===== src/rtl/regfile_pkg.sv =====
// Shared widths and types for the register-file write arbiter and its scoreboard.
package regfile_pkg;

  localparam int unsigned REG_ADDR_W = 32'd5;
  localparam int unsigned REG_DATA_W = 32'd32;
  localparam int unsigned NUM_REGS   = 32'd32;
  localparam logic [REG_ADDR_W-1:0] REG_ZERO = 5'd0;

  typedef enum logic {
    PRIO_WB  = 1'b0,
    PRIO_LSU = 1'b1
  } mode_e;

endpackage


===== src/rtl/regfile_scoreboard.sv =====
// Pending-write scoreboard: claims set a busy bit, LSU writebacks clear it,
// and decode source registers are looked up for a stall.
module regfile_scoreboard
  import regfile_pkg::*;
(
  input  logic                  clk,
  input  logic                  rst_n,
  input  logic                  claim_valid,
  input  logic [REG_ADDR_W-1:0] claim_addr,
  input  logic                  clr_valid,
  input  logic [REG_ADDR_W-1:0] clr_addr,
  input  logic [REG_ADDR_W-1:0] raddr0,
  input  logic [REG_ADDR_W-1:0] raddr1,
  output logic [NUM_REGS-1:0]   busy_vec,
  output logic                  stall
);

  logic [NUM_REGS-1:0] busy_next;

  // Next busy vector; the set is applied after the clear so a same-cycle claim wins.
  always_comb begin
    busy_next = busy_vec;
    if (clr_valid) begin
      busy_next[clr_addr] = 1'b0;
    end else begin
      busy_next = busy_vec;
    end
    if (claim_valid && (claim_addr != REG_ZERO)) begin
      busy_next[claim_addr] = 1'b1;
    end else begin
      busy_next = busy_next;
    end
  end

  // Busy vector register.
  always_ff @(posedge clk or negedge rst_n) begin
    if (!rst_n) begin
      busy_vec <= 32'd0;
    end else begin
      busy_vec <= busy_next;
    end
  end

  assign stall = busy_vec[raddr0] | busy_vec[raddr1];

endmodule


===== src/rtl/regfile_write_arbiter.sv =====
// Arbitrates the single register-file write port between WB and LSU, with a
// starvation guard for LSU and registered rf_* outputs.
module regfile_write_arbiter
  import regfile_pkg::*;
#(
  parameter int STARVE_LIMIT = 4,
  parameter int CNT_W        = 3
) (
  input  logic                  clk,
  input  logic                  rst_n,
  input  logic                  wb_valid,
  input  logic [REG_ADDR_W-1:0] wb_addr,
  input  logic [REG_DATA_W-1:0] wb_data,
  output logic                  wb_ready,
  input  logic                  lsu_valid,
  input  logic [REG_ADDR_W-1:0] lsu_addr,
  input  logic [REG_DATA_W-1:0] lsu_data,
  output logic                  lsu_ready,
  input  logic                  claim_valid,
  input  logic [REG_ADDR_W-1:0] claim_addr,
  input  logic [REG_ADDR_W-1:0] raddr0,
  input  logic [REG_ADDR_W-1:0] raddr1,
  output logic                  stall,
  output logic [NUM_REGS-1:0]   busy_vec,
  output logic [REG_ADDR_W-1:0] rf_waddr,
  output logic [REG_DATA_W-1:0] rf_wdata,
  output logic                  rf_wren
);

  localparam logic [CNT_W-1:0] CNT_LAST = CNT_W'(STARVE_LIMIT - 1);

  mode_e                 mode;
  mode_e                 mode_next;
  logic [CNT_W-1:0]      cnt;
  logic [CNT_W-1:0]      cnt_next;
  logic                  lsu_wait;
  logic                  any_xfer;
  logic [REG_ADDR_W-1:0] sel_addr;
  logic [REG_DATA_W-1:0] sel_data;

  assign wb_ready  = wb_valid  && ((mode == PRIO_WB)  || !lsu_valid);
  assign lsu_ready = lsu_valid && ((mode == PRIO_LSU) || !wb_valid);
  assign lsu_wait  = lsu_valid && !lsu_ready;
  assign any_xfer  = wb_ready || lsu_ready;

  // Mode FSM and starvation counter next-state.
  always_comb begin
    mode_next = mode;
    cnt_next  = cnt;
    case (mode)
      PRIO_WB: begin
        if (lsu_ready) begin
          cnt_next = {CNT_W{1'b0}};
        end else if (lsu_wait) begin
          if (cnt == CNT_LAST) begin
            mode_next = PRIO_LSU;
            cnt_next  = {CNT_W{1'b0}};
          end else begin
            cnt_next = cnt + CNT_W'(1'b1);
          end
        end else begin
          cnt_next = cnt;
        end
      end
      PRIO_LSU: begin
        cnt_next = {CNT_W{1'b0}};
        if (lsu_ready || !lsu_valid) begin
          mode_next = PRIO_WB;
        end else begin
          mode_next = PRIO_LSU;
        end
      end
      default: begin
        mode_next = PRIO_WB;
        cnt_next  = {CNT_W{1'b0}};
      end
    endcase
  end

  // Mode and counter state registers.
  always_ff @(posedge clk or negedge rst_n) begin
    if (!rst_n) begin
      mode <= PRIO_WB;
      cnt  <= {CNT_W{1'b0}};
    end else begin
      mode <= mode_next;
      cnt  <= cnt_next;
    end
  end

  // Winner's address/data; only one of the readies can be high.
  always_comb begin
    if (lsu_ready) begin
      sel_addr = lsu_addr;
      sel_data = lsu_data;
    end else begin
      sel_addr = wb_addr;
      sel_data = wb_data;
    end
  end

  // Write-port output registers; $0 writes complete but never assert wren.
  always_ff @(posedge clk or negedge rst_n) begin
    if (!rst_n) begin
      rf_wren  <= 1'b0;
      rf_waddr <= 5'd0;
      rf_wdata <= 32'd0;
    end else begin
      rf_wren <= any_xfer && (sel_addr != REG_ZERO);
      if (any_xfer) begin
        rf_waddr <= sel_addr;
        rf_wdata <= sel_data;
      end
    end
  end

  regfile_scoreboard u_scoreboard (
    .clk         (clk),
    .rst_n       (rst_n),
    .claim_valid (claim_valid),
    .claim_addr  (claim_addr),
    .clr_valid   (lsu_ready),
    .clr_addr    (lsu_addr),
    .raddr0      (raddr0),
    .raddr1      (raddr1),
    .busy_vec    (busy_vec),
    .stall       (stall)
  );

endmodule


===== config.mk =====
export PLATFORM = sky130hd
export DESIGN_NAME = regfile_write_arbiter
export DESIGN_NICKNAME = d
export VERILOG_FILES = /design/src/rtl/regfile_pkg.sv /design/src/rtl/regfile_scoreboard.sv /design/src/rtl/regfile_write_arbiter.sv
export SDC_FILE = /design/constraint.sdc
export NUM_CORES = 1
export LEC_CHECK = 0
export BUFFER_PORTS_ARGS = -buffer_cell sky130_fd_sc_hd__buf_2
export CELL_PAD_IN_SITES_DETAIL_PLACEMENT = 0
export CELL_PAD_IN_SITES_GLOBAL_PLACEMENT = 1
export CORE_MARGIN = 5
export CORE_UTILIZATION = 35
export CTS_BUF_LIST = sky130_fd_sc_hd__clkbuf_16
export DETAILED_ROUTE_END_ITERATION = 8
export PLACE_DENSITY_LB_ADDON = 0.1
export SLEW_MARGIN = 20
export SYNTH_ARGS = -nofsm -noshare
export SYNTH_HDL_FRONTEND = slang
export SYNTH_SLANG_ARGS = --single-unit

===== constraint.sdc =====
create_clock -name clk -period 2.75 [get_ports clk]
set_input_delay 0.6875 -clock clk [delete_from_list [all_inputs] [get_ports clk]]
set_output_delay 0.6875 -clock clk [all_outputs]
set_load 0.05 [all_outputs]

==> metrics.md, run 1 <==
| Metric | Value |
|---|---|
| Arr. time, crit path | 2.13 ns |
| Num rows | 38 |
| Sequential share of the synthesized area | 0.481 |
| Syn avg cell area | 9.80 um2 |
| Clock share of power | 0.272 |
| Unrepaired setup endpoints after global routing | yes |
| Fin util | 0.483 |
| Clock Sink Count | 74 |
| Worst Setup Path Type | input pin to output port |
| Synth Flop Type | dfrtp_1 |
| P per Cell Area | 752 nW/um2 |
| Critical Path RT | 2.06 ns |
| ANT cells | 0 |
| Switching share of power | 0.411 |
| I/O pin total | 167 |
| Final hold viol count | 0 |
| Max-Cap Viols | 0 |
| Total Nets Final | 659 |
| Total Power | 0.00392 W |
| Routability congestion estimate | 0.868 |
| Largest buffer count on any clock path | 2 |
| Buffer type at the clock tree root | clkbuf_16 |
| DRC | 0 |
| Synth unique cells | 51 |
| Vias in the first global route | 3802 |
| Cell taking the most area after synthesis | dfrtp_1 |
| Final instance area | 5210 um2 |
| Die width | 115 um |
| EDFF count, synth | 0 |
| Synth Net Count | 488 |
| Final non-filler cell total | 709 |
| Worst Hold Class | input pin to asynchronous set/reset pin |
| Fmax | 0.356 GHz |
| Psw | 0.00161 W |
| Total track usage | 0.193 |
| Total CTS buffers | 9 |
| Drt pass-1 iters | 4 |
| Final wirelength | 12.5 mm |
| Leakage dissipation | 2.41 nW |
| First-pass GRT wire length | 20.0 mm |
| CTS clk-pin slew, worst paths | 0.06 ns |
| Top post-synthesis cells by area | dfrtp_1 (48%), nor2_1 (7.6%), o22ai_1 (5.0%) |
| Placed Instance Area | 4880 um2 |
| Clk_lat worst skew | 0.33 ns |
| Relative slew slack | 0.519 |
| Drt via density | 5.23 |
| Area growth from synthesis to layout | 35.3% |
| Clock Skews | 0.00553 ns |
| Fraction of layout cells with a size suffix above 1 | 0.392 |
| Synth top area share | 0.481 |
| Routed via count | 3708 |
| Placed Cells | 691 |
| Initial DRC Count | 181 |
| Final Setup Violations | 1 |
| Worst IR drop on VDD | 0.369 mV |
| #FFs+latches synth | 74 |
| Crit-path max FO | 7 |
| Largest net degree at the start of global routing | 41 |
| DIE HEIGHT | 115 um |
| Slew @ Worst Pin | 0.715 ns |
| Status | finished, violations left |
| Sequential power share | 0.371 |
| Synthesized instance count | 393 |
| Period utilisation layout | 1.02 |
| Placeable Area | 10800 um2 |
| Wire per inst | 17.6 um |
| Fin worst setup slack | -0.0629 ns |
| Slew Limit Fails | 0 |
| Syn Std Cell Area | 3850 um2 |
| Die area | 13200 um2 |
| Pre-CTS setup slack | -0.216 ns |
| Comb pwr share | 0.358 |
| Initial Util | 0.357 |
| H-tree levels | 3 |
| Internal Power | 0.00231 W |
| Hold_buf cts | 0 |
| Violated checks | negative setup slack |
| Async S/R FF share, synth | 1.00 |
| CP startpoint kind | input pin |
| Final antenna-violating net count | 0 |
| CP endpoint kind | output port |
| Fin crit period | 2.81 ns |
| DPL Wire Length | 9.85 mm |
| Initial antenna violation count | 0 |
| Total gr overflow | 0 |
| IO Port Bufs | 166 |
| CTS tree | done |
| Synth Warn # | 0 |
==> critical path: stages <==
cell and delay (ns):
buf_12 0.10, mux4_2 0.48, nor2_1 0.13, a311oi_1 0.08, a311oi_2 0.32, nand4_1 0.14, buf_6 0.18
==> state kept, by name, summed over array words and instances (netlist names) <==
signal,cells
rf_wren,1
u_scoreboard.busy_vec,32
rf_waddr,5
rf_wdata,32
cnt,3
mode,1
==> layout make-up <==
| cell class | count | area [um2] |
|---|---|---|
| fill | 1052 | 5580 |
| inverter | 7 | 26.3 |
| tap | 140 | 175 |
| clock inverter | 7 | 46.3 |
| timing repair buffer | 182 | 1010 |
| multi-input combinational | 290 | 1880 |
| clock buffer | 9 | 225 |
| sequential | 74 | 1850 |
==> metrics by stage <==
step	setup TNS [ns]	hold WS (ns)
finish	-0.0629	0.310
global route	-0.132	0.343
CTS	-0.00902	0.322
detailed placement	-0.216	0.499
global placement	-0.201	0.486
floorplan	-0.130	0.392
==> layout by cell type (no fill, tap or decap), drive strengths merged, types with 3 or more instances in the layout <==
cell and instances:
inv 9, nor2b 7, a32o 4, dfrtp 74, nor3 5, a22o 9
a31oi 5, o21ai 12, nor3b 8, nand2 47, mux2i 5, o22ai 31
clkinv 3, nand4 5, nand3 5, nand2b 7, mux4 11, buf 182
and3 3, a211oi 3, a21oi 6, clkbuf 9, nor2 78, mux2 3
o2bb2ai 13
==> repair_timing <==
item,4_1_cts,5_1_grt
endpoints found under the setup margin,1,1
pin swaps,4,1
setup buffers,2,0
resized for setup,17,3
cloned,0,0
==> power groups by stage <==
stage / clock, W / combinational, W / sequential, W
after floorplan: 0 / 0.000396 / 0.00199
after global placement: 0 / 0.00138 / 0.00147
after detailed placement: 0 / 0.00139 / 0.00147
after CTS: 0.00110 / 0.00141 / 0.00145
after global routing: 0.00114 / 0.00149 / 0.00148
final: 0.00107 / 0.00140 / 0.00145
==> Yosys cell counts, types with 3 or more instances <==
| library cell | instances |
|---|---|
| nor2_1 | 78 |
| dfrtp_1 | 74 |
| nand2_1 | 47 |
| o22ai_1 | 31 |
| o2bb2ai_1 | 13 |
| o21ai_0 | 11 |
| clkbuf_1 | 10 |
| a22o_1 | 9 |
| buf_2 | 9 |
| nand2b_1 | 7 |
| nor2b_1 | 7 |
| a21oi_1 | 6 |
| inv_1 | 6 |
| mux4_1 | 6 |
| nor3b_1 | 6 |
| a31oi_1 | 5 |
| mux2i_1 | 5 |
| nand3_1 | 5 |
| nand4_1 | 5 |
| a32o_1 | 4 |
| mux4_2 | 4 |
| nor3_1 | 4 |
| and3_1 | 3 |
| mux2_2 | 3 |
==> layer usage <==
layer  routed length, um  global-route usage  part of all wire
met1                5330               0.256              0.43
met2                6230               0.320              0.50
met3                 853              0.0379             0.068
met4                  98              0.0610            0.0078
met5                   0                   0                 0
==> cells by family (layout without fill, tap and decap cells) <==
logic type,after synthesis,in the layout,share of synthesized area
DFF,74,74,0.481
buffers and inverters,29,205,0.0360
adders and majority gates,1,1,0.00325
and+or+nand+nor,177,177,0.215
AOI/OAI and AO/OA,93,93,0.172
muxes,19,19,0.0926
==> worst paths after layout <==
check,startpoint,endpoint,slack [ns],cells past startpoint
worst max register to register,mode,u_scoreboard.busy_vec[18],1.15,4
worst max-delay path,raddr0[0],stall,-0.06,7
max in group asynchronous,rst_n,u_scoreboard.busy_vec[28],1.85,2
worst min register to register,rf_wdata[9],rf_wdata[9],0.50,2
min in group clk,rf_wdata[9],rf_wdata[9],0.50,2
worst min-delay path,rst_n,rf_wdata[5],0.31,1
Note: power is estimated with default switching activity, not from simulation.
==> inputs of run 2 (changes only) <==
--- a/config.mk
+++ b/config.mk
@@ -5,11 +5,12 @@
 export SDC_FILE = /design/constraint.sdc
 export NUM_CORES = 1
 export LEC_CHECK = 0
+export ABC_AREA = 1
 export BUFFER_PORTS_ARGS = -buffer_cell sky130_fd_sc_hd__buf_2
 export CELL_PAD_IN_SITES_DETAIL_PLACEMENT = 0
 export CELL_PAD_IN_SITES_GLOBAL_PLACEMENT = 1
 export CORE_MARGIN = 5
-export CORE_UTILIZATION = 35
+export CORE_UTILIZATION = 33
 export CTS_BUF_LIST = sky130_fd_sc_hd__clkbuf_16
 export DETAILED_ROUTE_END_ITERATION = 8
 export PLACE_DENSITY_LB_ADDON = 0.1
==> metrics.md, run 2 <==
| Metric | Value |
|---|---|
| Crit-path max FO | 11 |
| Slew @ Worst Pin | 0.669 ns |
| Async S/R FF share, synth | 1.00 |
| Buffer type at the clock tree root | clkbuf_16 |
| Period utilisation layout | 0.944 |
| CP startpoint kind | input pin |
| Vias in the first global route | 4477 |
| Synth unique cells | 28 |
| Final Setup Violations | 0 |
| CTS clk-pin slew, worst paths | 0.06 ns |
| ANT cells | 0 |
| Area growth from synthesis to layout | 32.7% |
| Total track usage | 0.202 |
| Final wirelength | 14.7 mm |
| Max-Cap Viols | 0 |
| CP Launch Point | raddr0[0] |
| Drt pass-1 iters | 4 |
| Most frequent cells in the layout | buf_2 (163), nand2_1 (142), o21ai_1 (90) |
| Post-synth top cells | nand2_1 (142), o21ai_1 (90), dfrtp_1 (74), nand3_1 (58), inv_1 (50) |
| Routed via count | 4429 |
| Commonest non-fill, non-tap cell in the layout | buf_2 |
| I/O pin total | 167 |
| DIE HEIGHT | 121 um |
| Die width | 121 um |
| CTS tree | done |
| Drt via density | 5.07 |
| Fmax | 0.385 GHz |
| Leakage dissipation | 2.68 nW |
| Relative slew slack | 0.554 |
| Worst IR drop on VDD | 0.323 mV |
| Hold_buf cts | 0 |
| Status | finished, final reports clean |
| Synth top area share | 0.459 |
| Syn avg cell area | 7.25 um2 |
| Synth Flop Type | dfrtp_1 |
| Worst Hold Class | input pin to asynchronous set/reset pin |
| Final hold viol count | 0 |
| Largest net degree at the start of global routing | 47 |
| Reg2reg path depth | 7 |
| Placeable Area | 12000 um2 |
| Slew Limit Fails | 0 |
| Crit Reg-Reg Startpoint | mode |
| DPL Wire Length | 11.3 mm |
| Die area | 14500 um2 |
| Arr. time, crit path | 1.91 ns |
| Routability congestion estimate | 0.866 |
| Final TNS setup | 0 ns |
| Fraction of layout cells with a size suffix above 1 | 0.280 |
| Syn Std Cell Area | 4030 um2 |
| Clock Skews | 0.00199 ns |
| Cell taking the most area after synthesis | dfrtp_1 |
| Top post-synthesis cells by area | dfrtp_1 (46%), nand2_1 (13%), o21ai_1 (11%) |
| Fin crit period | 2.60 ns |
| Worst Setup Path Type | input pin to output port |
| Total CTS buffers | 9 |
| Wire per inst | 16.8 um |
| #FFs+latches synth | 74 |
| H-tree levels | 3 |
| P per Cell Area | 765 nW/um2 |
| Sequential share of the synthesized area | 0.459 |
| Final antenna-violating net count | 0 |
| Top Registers | rf_wdata (32), u_scoreboard.busy_vec (32), rf_waddr (5) |
| Synth Net Count | 651 |
| Initial DRC Count | 245 |
| Unrepaired setup endpoints after global routing | no |
| Synthesized instance count | 556 |
| Top-count cell post-synth | nand2_1 |
| First-pass GRT wire length | 23.2 mm |
| Clock Sink Count | 74 |
| Num rows | 40 |
| CP endpoint kind | output port |
| EDFF count, synth | 0 |
| Postcts setup bufs | 0 |
| Total gr overflow | 0 |
| Total Nets Final | 816 |
| Initial antenna violation count | 0 |
| CTS resizes | 0 |
| DRC | 0 |
| Clk_lat worst skew | 0.33 ns |
| Synth Warn # | 0 |
| Largest buffer count on any clock path | 2 |
| Initial Util | 0.336 |
| IO Port Bufs | 166 |
| Critical Path RT | 2.06 ns |
| Fin util | 0.446 |
-- run 2: path summary, 6_finish.rpt --
path	to	slack, ns
max in group asynchronous	u_scoreboard.busy_vec[26]	1.79
min	rf_wdata[15]	0.37
min reg2reg	mode	0.46
max	stall	0.15
min in group clk	mode	0.46
max reg2reg	u_scoreboard.busy_vec[12]	0.82
-- run 2: worst max-delay path, stage by stage --
cell and delay, ns:
buf_2 0.23, clkinvlp_4 0.22, o21ai_0 0.21, nand3_1 0.09, nand3_1 0.08, nand3_1 0.08, nand2_1 0.07, nand2_1 0.04
clkbuf_4 0.20
-- run 2: layout make-up --
class / instances / area [um2]
Fill cell: 1247 / 6660
Multi-Input combinational cell: 403 / 1860
Sequential cell: 74 / 1850
Timing Repair Buffer: 176 / 926
Clock buffer: 9 / 225
Inverter: 56 / 216
Tap cell: 147 / 184
Clock inverter: 7 / 85.1
Timing Repair inverter: 1 / 7.51
-- run 2: power by group --
group / internal, W / switching [W] / total (W) / leakage, nW
registers: 0.00126 / 0.000207 / 0.00147 / 0.890
logic: 0.000352 / 0.00105 / 0.00140 / 1.63
clock network: 0.000784 / 0.000438 / 0.00122 / 0.154
-- run 2: cells by family (layout without fill, tap and decap cells) --
group,after synthesis,count (layout),synth area share
DFF,74,74,0.459
buffers and inverters,79,249,0.0807
adders and majority gates,1,1,0.00310
AOI/OAI and AO/OA,145,145,0.188
and+or+nand+nor,257,257,0.269
-- run 2: routing by layer --
| layer | GRT usage | share of wire |
|---|---|---|
| met1 | 0.248 | 0.42 |
| met2 | 0.341 | 0.48 |
| met3 | 0.0636 | 0.083 |
| met4 | 0.0623 | 0.016 |
| met5 | 0 | 0 |
-- run 2: per-stage QoR --
step / setup slack, ns / hold slack [ns] / instance area, um2 / total power [W] / instances
after floorplan: 0.210 / 0.392 / 4030 / 0.00240 / 556
after global placement: 0.0592 / 0.436 / 5020 / 0.00289 / 856
after detailed placement: 0.0530 / 0.453 / 5020 / 0.00289 / 856
after CTS: 0.0480 / 0.384 / 5330 / 0.00413 / 872
after global routing: 0.00269 / 0.418 / 5350 / 0.00430 / 873
final: 0.153 / 0.369 / 5350 / 0.00409 / 873
==> inputs of run 3 (changes only) <==
--- a/config.mk
+++ b/config.mk
@@ -10,10 +10,11 @@
 export CELL_PAD_IN_SITES_DETAIL_PLACEMENT = 0
 export CELL_PAD_IN_SITES_GLOBAL_PLACEMENT = 1
 export CORE_MARGIN = 5
-export CORE_UTILIZATION = 33
+export CORE_UTILIZATION = 30
 export CTS_BUF_LIST = sky130_fd_sc_hd__clkbuf_16
 export DETAILED_ROUTE_END_ITERATION = 8
 export PLACE_DENSITY_LB_ADDON = 0.1
+export REMOVE_ABC_BUFFERS = 1
 export SLEW_MARGIN = 20
 export SYNTH_ARGS = -nofsm -noshare
 export SYNTH_HDL_FRONTEND = slang
==> constraint.sdc (replaced) <==
create_clock -name clk -period 2.35 [get_ports clk]
set_input_delay 0.5875 -clock clk [delete_from_list [all_inputs] [get_ports clk]]
set_output_delay 0.5875 -clock clk [all_outputs]
set_load 0.05 [all_outputs]
==> metrics.md, run 3 (same netlist as run 2, synthesis figures left out) <==
| Metric | Value |
|---|---|
| Fillers | 1429 |
| Worst IR drop on VDD | 0.267 mV |
| Worst hold slack | 0.217 ns |
| Commonest non-fill, non-tap cell in the layout | buf_2 |
| I/O pin total | 167 |
| Drt via density | 4.84 |
| Final antenna-violating net count | 0 |
| Initial DRC Count | 194 |
| Slew Limit Fails | 0 |
| Status | finished, final reports clean |
| DRC | 0 |
| P per Cell Area | 841 nW/um2 |
| Cell family with the largest share of critical-path delay | buffers and inverters |
| Routed via count | 4382 |
| Routability congestion estimate | 0.789 |
| Crit path cell chain | buf_2 > clkinv_1 > buf_4 > nand3_1 > nand3_1 > nand3_1 > nand3_1 > nand2_1 > nand2_1 > buf_6 |
| Vias in the first global route | 4558 |
| Final Setup Violations | 0 |
| Die area | 15900 um2 |
| Unrepaired setup endpoints after global routing | no |
| CTS clk-pin slew, worst paths | 0.05 ns |
| Most used cell, CP | nand3_1 |
| ANT cells | 0 |
| Worst Hold Class | input pin to asynchronous set/reset pin |
| CTS tree | done |
| Pre-CTS setup slack | 0.0152 ns |
| Initial antenna violation count | 2 |
| Max-Cap Viols | 0 |
| H-tree levels | 3 |
| Clock Sink Count | 74 |
| Arr. time, crit path | 1.61 ns |
| Die width | 126 um |
| Critical path's largest stage delay | 0.20 ns |
| Largest buffer count on any clock path | 2 |
| IO Port Bufs | 166 |
| Total Nets Final | 820 |
| Buffer type at the clock tree root | clkbuf_16 |
| Num rows | 42 |
| Fraction of layout cells with a size suffix above 1 | 0.280 |
| Wire per inst | 16.0 um |
| Fin crit period | 2.20 ns |
| Crit-path max FO | 6 |
| Largest net degree at the start of global routing | 41 |
| Total track usage | 0.186 |
| Final wirelength | 14.5 mm |
| Total CTS buffers | 9 |
| WP buf/inv | 4 |
| Clk_lat worst skew | 0.33 ns |
| Leakage dissipation | 2.69 nW |
| Total gr overflow | 0 |
| Fmax | 0.455 GHz |
| Most frequent cells in the layout | buf_2 (164), nand2_1 (142), o21ai_1 (90) |
| Postcts setup bufs | 0 |
| CP startpoint kind | input pin |
| Final non-filler cell total | 905 |
| Relative slew slack | 0.671 |
| Fin worst setup slack | 0.150 ns |
| Clock Skews | 0.00324 ns |
| Initial Util | 0.306 |
| DIE HEIGHT | 126 um |
| Worst Setup Path Type | input pin to output port |
| DPL Wire Length | 11.5 mm |
| Final hold viol count | 0 |
| Slew @ Worst Pin | 0.493 ns |
| Placed Cells | 890 |
| Drt pass-1 iters | 5 |
| Placeable Area | 13200 um2 |
| Critical Path RT | 1.76 ns |
| Slowest cell on crit path | buf_4 |
| Top Registers | rf_wdata (32), u_scoreboard.busy_vec (32), rf_waddr (5) |
| Final TNS setup | 0 ns |
| CP endpoint kind | output port |
| First-pass GRT wire length | 24.0 mm |
| Area growth from synthesis to layout | 33.6% |
| Period utilisation layout | 0.936 |
[run 3: changes by cell type in the layout (fill, tap and decap cells not counted), moves of 2 or more]
cell / before / now
clkinv_1: 2 / 5
clkinvlp_4: 3 / 0
buf_12: 1 / 3
buf_4: 10 / 12
clkbuf_4: 2 / 0
bufinv_16: 2 / 0
[run 3: cell type report]
type / count / area [um2] / area share
multi-input cells: 403 / 1860 / 0.344
flip-flops and latches: 74 / 1850 / 0.344
repair buffers: 181 / 997 / 0.185
clock buffers: 9 / 225 / 0.0418
well taps: 176 / 220 / 0.0409
inverters: 56 / 213 / 0.0395
clock inverters: 6 / 25.0 / 0.00464
[run 3: worst paths after layout]
path / from / end / slack [ns] / cells past startpoint
setup / recovery: raddr0[1] / stall / 0.15 / 10
hold / removal: rst_n / rf_wdata[18] / 0.22 / 1
setup reg to reg: mode / rf_wdata[19] / 0.78 / 7
hold reg to reg: cnt[2] / mode / 0.44 / 1
max in group asynchronous: rst_n / u_scoreboard.busy_vec[14] / 1.53 / 2
min in group clk: cnt[2] / mode / 0.44 / 1
[run 3: worst reg2reg max path: stages, from the launching register on]
cell	delay (ns)
dfrtp_1	0.39
inv_2	0.12
a21oi_4	0.07
buf_4	0.19
inv_2	0.13
buf_4	0.34
nor2_1	0.09
o21ai_0	0.16
[run 3: metal layers]
| metal | part of all wire | global-route usage | vias up |
|---|---|---|---|
| met4 | 0.016 | 0.0530 | 4 |
| li1 | - | - | 2172 |
| met3 | 0.080 | 0.0652 | 17 |
| met5 | 0.0019 | 0 | - |
| met1 | 0.45 | 0.246 | 2019 |
| met2 | 0.45 | 0.291 | 170 |
[run 3: where the power goes]
| group | switching (W) | internal [W] |
|---|---|---|
| clock | 0.000496 | 0.000689 |
| combinational | 0.00121 | 0.000425 |
| sequential | 0.000231 | 0.00148 |
| total | 0.00194 | 0.00259 |
[run 3: timing repair]
item,CTS,global route
setup endpoints to repair,0,1
hold buffers,0,0
resized for setup,0,8
[run 3: through the flow]
stage                      util  power, W  instance area, um2
after global placement    0.388   0.00337                5120
after global routing      0.408   0.00480                5390
after floorplan               -   0.00278                3920
after detailed placement  0.388   0.00337                5120
after CTS                 0.407   0.00458                5370
final                     0.408   0.00453                5390
